## src/rtl/mem_arb_pkg.sv

```systemverilog
// mem_arb_pkg: shared types and constants for the two-requester memory arbiter
package mem_arb_pkg;
  typedef enum logic {INIT, RUN} state_t;
  typedef logic req_id_t;
  localparam int NUM_REQ = 2;
  localparam int RD_LATENCY = 1;
endpackage

```

## src/rtl/mem_arb2_rr.sv

```systemverilog
// rr_arb2: two-input round-robin grant; pointer moves to the loser after each transfer
module rr_arb2
  import mem_arb_pkg::*;
(
  input  logic               CLK,
  input  logic               RST,
  input  logic [NUM_REQ-1:0] req,
  input  logic               advance,
  output logic [NUM_REQ-1:0] gnt
);
  req_id_t ptr_q, ptr_d;
  always_comb begin
    gnt = &req ? (ptr_q ? 2'b10 : 2'b01) : req;
    ptr_d = advance ? gnt[0] : ptr_q;
  end
  always_ff @(posedge CLK or posedge RST) begin
    if (RST) ptr_q <= 1'b0;
    else ptr_q <= ptr_d;
  end
endmodule

```

## src/rtl/mem_arb2.sv

```systemverilog
// mem_arb2: clears memory after reset, then arbitrates one access per cycle between
// two requesters and routes the registered read data back to the originator.
module mem_arb2
  import mem_arb_pkg::*;
#(
  parameter int WIDTH      = 8,
  parameter int SIZE_E     = 6,
  parameter bit INIT_CLEAR = 1'b1
) (
  input  logic              CLK,
  input  logic              RST,
  input  logic              REQ0_VALID,
  input  logic              REQ0_WE,
  input  logic [SIZE_E-1:0] REQ0_ADDR,
  input  logic [WIDTH-1:0]  REQ0_WDATA,
  output logic              REQ0_READY,
  output logic              RSP0_VALID,
  output logic [WIDTH-1:0]  RSP0_DATA,
  input  logic              REQ1_VALID,
  input  logic              REQ1_WE,
  input  logic [SIZE_E-1:0] REQ1_ADDR,
  input  logic [WIDTH-1:0]  REQ1_WDATA,
  output logic              REQ1_READY,
  output logic              RSP1_VALID,
  output logic [WIDTH-1:0]  RSP1_DATA,
  output logic              M_WRITE,
  output logic [SIZE_E-1:0] M_WRADDR,
  output logic [WIDTH-1:0]  M_D,
  output logic              M_READ,
  output logic [SIZE_E-1:0] M_RDADDR,
  input  logic [WIDTH-1:0]  M_Q,
  output logic              BUSY
);
  state_t state_q, state_d;
  logic [SIZE_E-1:0] cnt_q, cnt_d;
  logic pend_q, pend_d;
  req_id_t pid_q, pid_d;
  logic [NUM_REQ-1:0] gnt;
  logic run, clr, fire, we, wr, rd;
  req_id_t gid;
  logic [SIZE_E-1:0] addr;
  logic [WIDTH-1:0] wdata;
  rr_arb2 u_arb (
    .CLK(CLK),
    .RST(RST),
    .req({REQ1_VALID, REQ0_VALID}),
    .advance(fire),
    .gnt(gnt)
  );
  // Strobes are gated by RST so the memory sees no access while reset is held.
  always_comb begin
    run = (state_q == RUN) & ~RST;
    clr = (state_q == INIT) & ~RST;
    fire = run & |gnt;
    gid = gnt[1];
    we = gid ? REQ1_WE : REQ0_WE;
    addr = gid ? REQ1_ADDR : REQ0_ADDR;
    wdata = gid ? REQ1_WDATA : REQ0_WDATA;
    wr = fire & we;
    rd = fire & ~we;
    REQ0_READY = run & gnt[0];
    REQ1_READY = run & gnt[1];
    M_WRITE = clr | wr;
    M_WRADDR = clr ? cnt_q : (wr ? addr : '0);
    M_D = wr ? wdata : '0;
    M_READ = rd;
    M_RDADDR = rd ? addr : '0;
    BUSY = state_q == INIT;
    RSP0_VALID = pend_q & ~pid_q;
    RSP1_VALID = pend_q & pid_q;
    RSP0_DATA = M_Q;
    RSP1_DATA = M_Q;
    cnt_d = clr ? cnt_q + 1'b1 : cnt_q;
    state_d = (clr & &cnt_q) ? RUN : state_q;
    pend_d = rd;
    pid_d = rd ? gid : pid_q;
  end
  always_ff @(posedge CLK or posedge RST) begin
    if (RST) begin
      state_q <= INIT_CLEAR ? INIT : RUN;
      cnt_q <= '0;
      pend_q <= 1'b0;
      pid_q <= 1'b0;
    end else begin
      state_q <= state_d;
      cnt_q <= cnt_d;
      pend_q <= pend_d;
      pid_q <= pid_d;
    end
  end
endmodule
```

## config.mk

```make
export PLATFORM = sky130hd
export DESIGN_NAME = mem_arb2
export DESIGN_NICKNAME = d
export VERILOG_FILES = /design/src/rtl/mem_arb_pkg.sv /design/src/rtl/mem_arb2_rr.sv /design/src/rtl/mem_arb2.sv
export SDC_FILE = /design/constraint.sdc
export NUM_CORES = 1
export LEC_CHECK = 0
export ABC_AREA = 1
export BUFFER_PORTS_ARGS = -buffer_cell sky130_fd_sc_hd__buf_2
export CAP_MARGIN = 0
export CORE_ASPECT_RATIO = 0.6
export CORE_MARGIN = 3
export CORE_UTILIZATION = 35
export DETAILED_ROUTE_END_ITERATION = 6
export GPL_TIMING_DRIVEN = 0
export PLACE_DENSITY = 0.74
export SETUP_SLACK_MARGIN = 0.1
export SYNTH_ARGS = -nofsm -noshare
export SYNTH_HDL_FRONTEND = slang
export SYNTH_SLANG_ARGS = --single-unit
```

## constraint.sdc

```tcl
create_clock -name CLK -period 1.2 [get_ports CLK]
set_input_delay 0.06 -clock CLK [delete_from_list [all_inputs] [get_ports CLK]]
set_output_delay 0.06 -clock CLK [all_outputs]
set_load 0.01 [all_outputs]
```

# --- After elaboration in Yosys (flattened, before gate mapping) ---
# Cells that the tools add are included.
word_totals:
  reg_bits: 10
  word_cells: 33
  in_bits: 42
classes:
  addsub: 1
  bitwise: 15
  reduce_logical: 3
  mux: 9
ops:
  columns: ["op", "n"]
  rows:
  - ["6-bit 2-to-1 mux", 4]
  - ["8-bit 2-to-1 mux", 2]
  - ["1-bit AND", 10]
  - ["6-bit by 1-bit adder with 6-bit output (second input constant)", 1]
  - ["6-bit AND reduction", 1]
  - ["2-bit 2-to-1 mux", 2]
  - ["1-bit inverter", 4]
  - ["2-bit AND reduction", 1]
  - ["2-bit OR reduction", 1]
  - ["1-bit 2-to-1 mux", 1]
  - ["1-bit bitwise OR", 1]

# --- Logic depth before layout (Yosys ltp) ---
logic_depth:
  depth_word: 7
  mapped_depth: 8
  ltp_nobuf: 8

# --- By module ---
# Synthesis repeated with hierarchy kept, for this count alone.
unflattened:
  hier_cells: 144
  hier_area_um2: 980.9
by_module_without_submodules:
  columns: ["module", "cells_each", "instances", "area_per_inst_um2"]
  rows:
  - ["mem_arb2", 134, 1, 914.6]
  - ["rr_arb2", 10, 1, 66.3]

# --- Least setup slack after synthesis ---
# Ideal clock, no wire load.
synth_timing:
  path_kind: "register to output"
  startpoint: "register u_arb.ptr_q"
  endpoint: "output M_D[0]"
  path_slack_ps: 67
  required_time_ps: 1140
  t_arrival_ps: 1073
  n_path_buf: 0
  path_stages_with_launch: 8
  path_cell_list: "dfrtp_1 -> inv_2 -> nand2_4 -> nand2_8 -> nand2_1 -> nand2_2 -> nand2_4 -> nor2_1"
synth_via:
  elab_chain_cells: 6
synth_lines:
  columns: ["element", "line_no", "text"]
  rows:
  - ["from (decl)", "mem_arb2_rr.sv:11", "req_id_t ptr_q, ptr_d;"]
  - ["from (signal assigned)", "mem_arb2_rr.sv:18", "else ptr_q <= ptr_d;"]
  - ["2-bit 2-to-1 mux (*) (2 in a row)", "mem_arb2_rr.sv:13", "gnt = &req ? (ptr_q ? 2'b10 : 2'b01) : req;"]
  - ["2-bit OR reduction", "mem_arb2.sv:54", "fire = run & |gnt;"]
  - ["1-bit AND", "mem_arb2.sv:54", null]
  - ["1-bit AND", "mem_arb2.sv:59", "wr = fire & we;"]
  - ["8-bit 2-to-1 mux (*)", "mem_arb2.sv:65", "M_D = wr ? wdata : '0;"]
  - ["to (decl)", "mem_arb2.sv:28", "output logic [WIDTH-1:0] M_D,"]
# Mark *: on every way between the ends. The rest lies on a longest branch, timed or not.

# --- Worst setup path in the final report ---
layout_timing:
  startpoint: "register u_arb.ptr_q"
  endpoint: "output M_RDADDR[3]"
layout_via:
  elab_chain_cells: 6
layout_lines:
  columns: ["element", "line_no", "text"]
  rows:
  - ["2-bit 2-to-1 mux (*) (2 in a row)", "mem_arb2_rr.sv:13", null]
  - ["2-bit OR reduction / 1-bit 2-to-1 mux (equally long branches)", "mem_arb2.sv:54, mem_arb2.sv:56", null]
  - ["1-bit AND / 1-bit inverter (equally long branches)", "mem_arb2.sv:54, mem_arb2.sv:60", null]
  - ["1-bit AND", "mem_arb2.sv:60", "rd = fire & ~we;"]
  - ["6-bit 2-to-1 mux (*)", "mem_arb2.sv:67", "M_RDADDR = rd ? addr : '0;"]
  - ["to (decl)", "mem_arb2.sv:30", "output logic [SIZE_E-1:0] M_RDADDR,"]
# Marks and branches as above.

==> flow_summary.yaml <==
grt:
  grt_max_degree: 12
  antenna_found_initial: 0
  grt_pass1_vias: 1232
  grt_usage_pct: 18.8
  grt_overflow: 0
  grt_pass1_wl_um: 5780
run_status:
  violations: "negative setup slack"
  status: "finished with violations"
worst_hold_path:
  hp-class: "input pin to flop"
  whs_endpoint: "pid_q"
  min_from: "REQ1_WE"
  holdPathStages: 6
sta:
  slew-limit-headroom_pct: 72.0
  tightest_slew_ns: 0.419
  max_freq_ghz: 0.658
  setup_tns_ns: -7.14
  finClkSkew_ns: 0.00594
  worst_slack_ns: -0.320
  whs_ns: 0.285
  post-route-period-util_pct: 127
  min_period_ns: 1.52
  setup_viol: 30
  maxSlewViolCount: 0
  hold_violations: 0
  rsz0062_at_grt: "true"
synthesis:
  synth_top_area_share_pct: 23.4
  synth_fp_nets: 213
  yosysSeqAreaShare_pct: 23.4
  ys_types: 20
  syn_area_um2: 1070
  synth-seq-cells: 10
  synth_warnings: 0
  syn_inst: 170
  synth_area_leaders: "dfrtp_1, nand2_1, buf_4"
  yosys.area.top_type: "dfrtp_1"
  postSynthAreaPerCell_um2: 6.29
clocking:
  cts_made_buffers: 3
  insertion_delay_ns: 0.24
  clk_pin_slew_ns: 0.05
  clk_root_buffer_cell: "clkbuf_8"
  cts_max_level: 1
  cts_tree: "built"
  clk_path_buf_depth: 2
  clock_sinks: 10
die:
  core_region_area_um2: 2700
  die_area_um2: 3770
  fp-row-count: 14
  io_pins: 85
  initial_core_util_pct: 39.6
  die_w_um: 77.3
  fp.dieH_um: 48.8
cells_and_area:
  fin_cells: 304
  drive_gt1_share_pct: 58.0
  nets: 308
  antenna_cells: 0
  area_delta_synth_final_pct: 74.1
place:
  detailed_place_hpwl_um: 2640
  port_buffers: 76
  dp_slack_ns: -0.129
  placed_cells: 286
  gp_congestion: 0.831
worst_setup_path:
  endpoint_kind: "primary output"
  cp.required_ns: 1.14
  reg2reg_depth: 9
  r2r_start: "state_q"
  cp.arrival_ns: 1.46
  crit_path_start_kind: "flop"
  r2r_end: "cnt_q[5]"
  regToRegSetupSlack_ns: -0.17
  path_max_fanout: 7
  critPathKind: "flop to primary output"
drt:
  wire_per_inst_um: 11.9
  vias: 1360
  drtAntennaViolNets: 0
  avgViaCountPerCell: 4.47
  drc: 0
  drt-total-wl_um: 3620
  drt-initial-drc-count: 64
  dr.pass1.iters: 4
power_and_ir_drop:
  power_leakage_uw: 0.00116
  power_density_nw_per_um2: 783
  vdd_drop_max_uv: 491
flow_run:
  max_cap_viol_count: 0
==> worst max-delay path, stage by stage (launching register included) <==
cell and delay [ns]:
dfrtp_1 0.38, inv_2 0.11, nand2_8 0.10, nand2_8 0.10, buf_8 0.14, nand2_4 0.05
nand2_4 0.05, inv_1 0.05, nor2_2 0.10, buf_2 0.13
==> cell type report <==
type / instances / area, um2
fill: 251 / 837
multi-input combinational: 117 / 748
timing repair buffer: 88 / 513
sequential: 10 / 250
buffer: 18 / 143
inverter: 27 / 101
clock buffer: 4 / 55.1
tap: 40 / 50.0
==> Yosys cell counts <==
master   number
nand4_1       1
nor2_4        2
buf_6         1
buf_4        17
nand3_2       2
nand2_1      63
ha_1          1
inv_2         4
xor2_1        3
nand3_1      17
nor2_2        5
xnor2_1       1
nand2_4       4
nand2_2       1
o31ai_1       1
nor2_1       12
nand2_8       1
o21ai_0       1
dfrtp_1      10
inv_1        23
==> cell usage in the layout, fill, tap and decap left out <==
| cell | instances |
|---|---|
| buf_6 | 6 |
| buf_4 | 23 |
| nand2_1 | 50 |
| nand2_4 | 7 |
| buf_8 | 1 |
| nor2_1 | 6 |
| nand3_4 | 2 |
| nor2_4 | 4 |
| o31ai_1 | 1 |
| o21ai_0 | 1 |
| nand3_1 | 14 |
| dfrtp_1 | 10 |
| nor2_2 | 9 |
| nand4_1 | 1 |
| dlygate4sd3_1 | 1 |
| nand2_2 | 9 |
| buf_12 | 1 |
| inv_2 | 5 |
| inv_1 | 22 |
| clkbuf_8 | 4 |
| buf_2 | 74 |
| nand2_8 | 5 |
| xor2_1 | 3 |
| nand3_2 | 3 |
| xnor2_1 | 1 |
| ha_1 | 1 |
==> report_power, final <==
| group | switching [uW] | internal [uW] |
|---|---|---|
| registers | 18.6 | 361 |
| logic | 370 | 273 |
| clock network | 146 | 290 |
| total | 534 | 923 |
==> what timing repair did <==
action                                  in CTS  in global routing
hold buffers                                 1                  0
endpoints found under the hold margin       10                  0
setup buffers                                6                  4
pin swaps                                    9                 12
endpoints found under the setup margin      28                 33
cloned                                       3                  0
gates resized for setup                     17                 27
==> routing by layer <==
layer	wire (um)	global-route usage, %
met1	1720	27.3
met2	1650	28.1
met3	234	5.35
met4	15	2.66
met5	0	0
==> kinds of logic (layout without fill, tap and decap cells) <==
| family | Yosys count | after routing | synth area share (%) |
|---|---|---|---|
| AO/OA/AOI/OAI | 2 | 2 | 1.17 |
| XOR/XNOR | 4 | 4 | 3.28 |
| adder cells (fa/ha/maj) | 1 | 1 | 1.17 |
| buffers and inverters | 45 | 137 | 22.5 |
| flip-flops | 10 | 10 | 23.4 |
| AND/OR/NAND/NOR | 108 | 110 | 48.5 |
==> registers in the layout, indices dropped and copies added (netlist names) <==
register	flops
cnt_q	6
state_q	1
u_arb.ptr_q	1
pid_q	1
pend_q	1
==> how the worst max path moves through the flow <==
stage	from	endpoint	slack, ns	cells past startpoint
floorplan	u_arb.ptr_q	M_D[0]	0.07	7
global placement	u_arb.ptr_q	M_D[5]	-0.1	8
detailed placement	u_arb.ptr_q	M_D[6]	-0.13	8
CTS	u_arb.ptr_q	M_WRADDR[4]	-0.31	9
global route	u_arb.ptr_q	M_D[7]	-0.38	9
finish	u_arb.ptr_q	M_RDADDR[3]	-0.32	9
==> through the flow <==
step                      util [%]  power [uW]  instance area, um2
after floorplan                  -         714                1070
after global placement        55.8         891                1500
after detailed placement      55.8         897                1500
after CTS                     63.6        1400                1720
after global routing          69.0        1550                1860
final                         69.0        1460                1860
No activity file was read; power rests on OpenSTA's default activity.
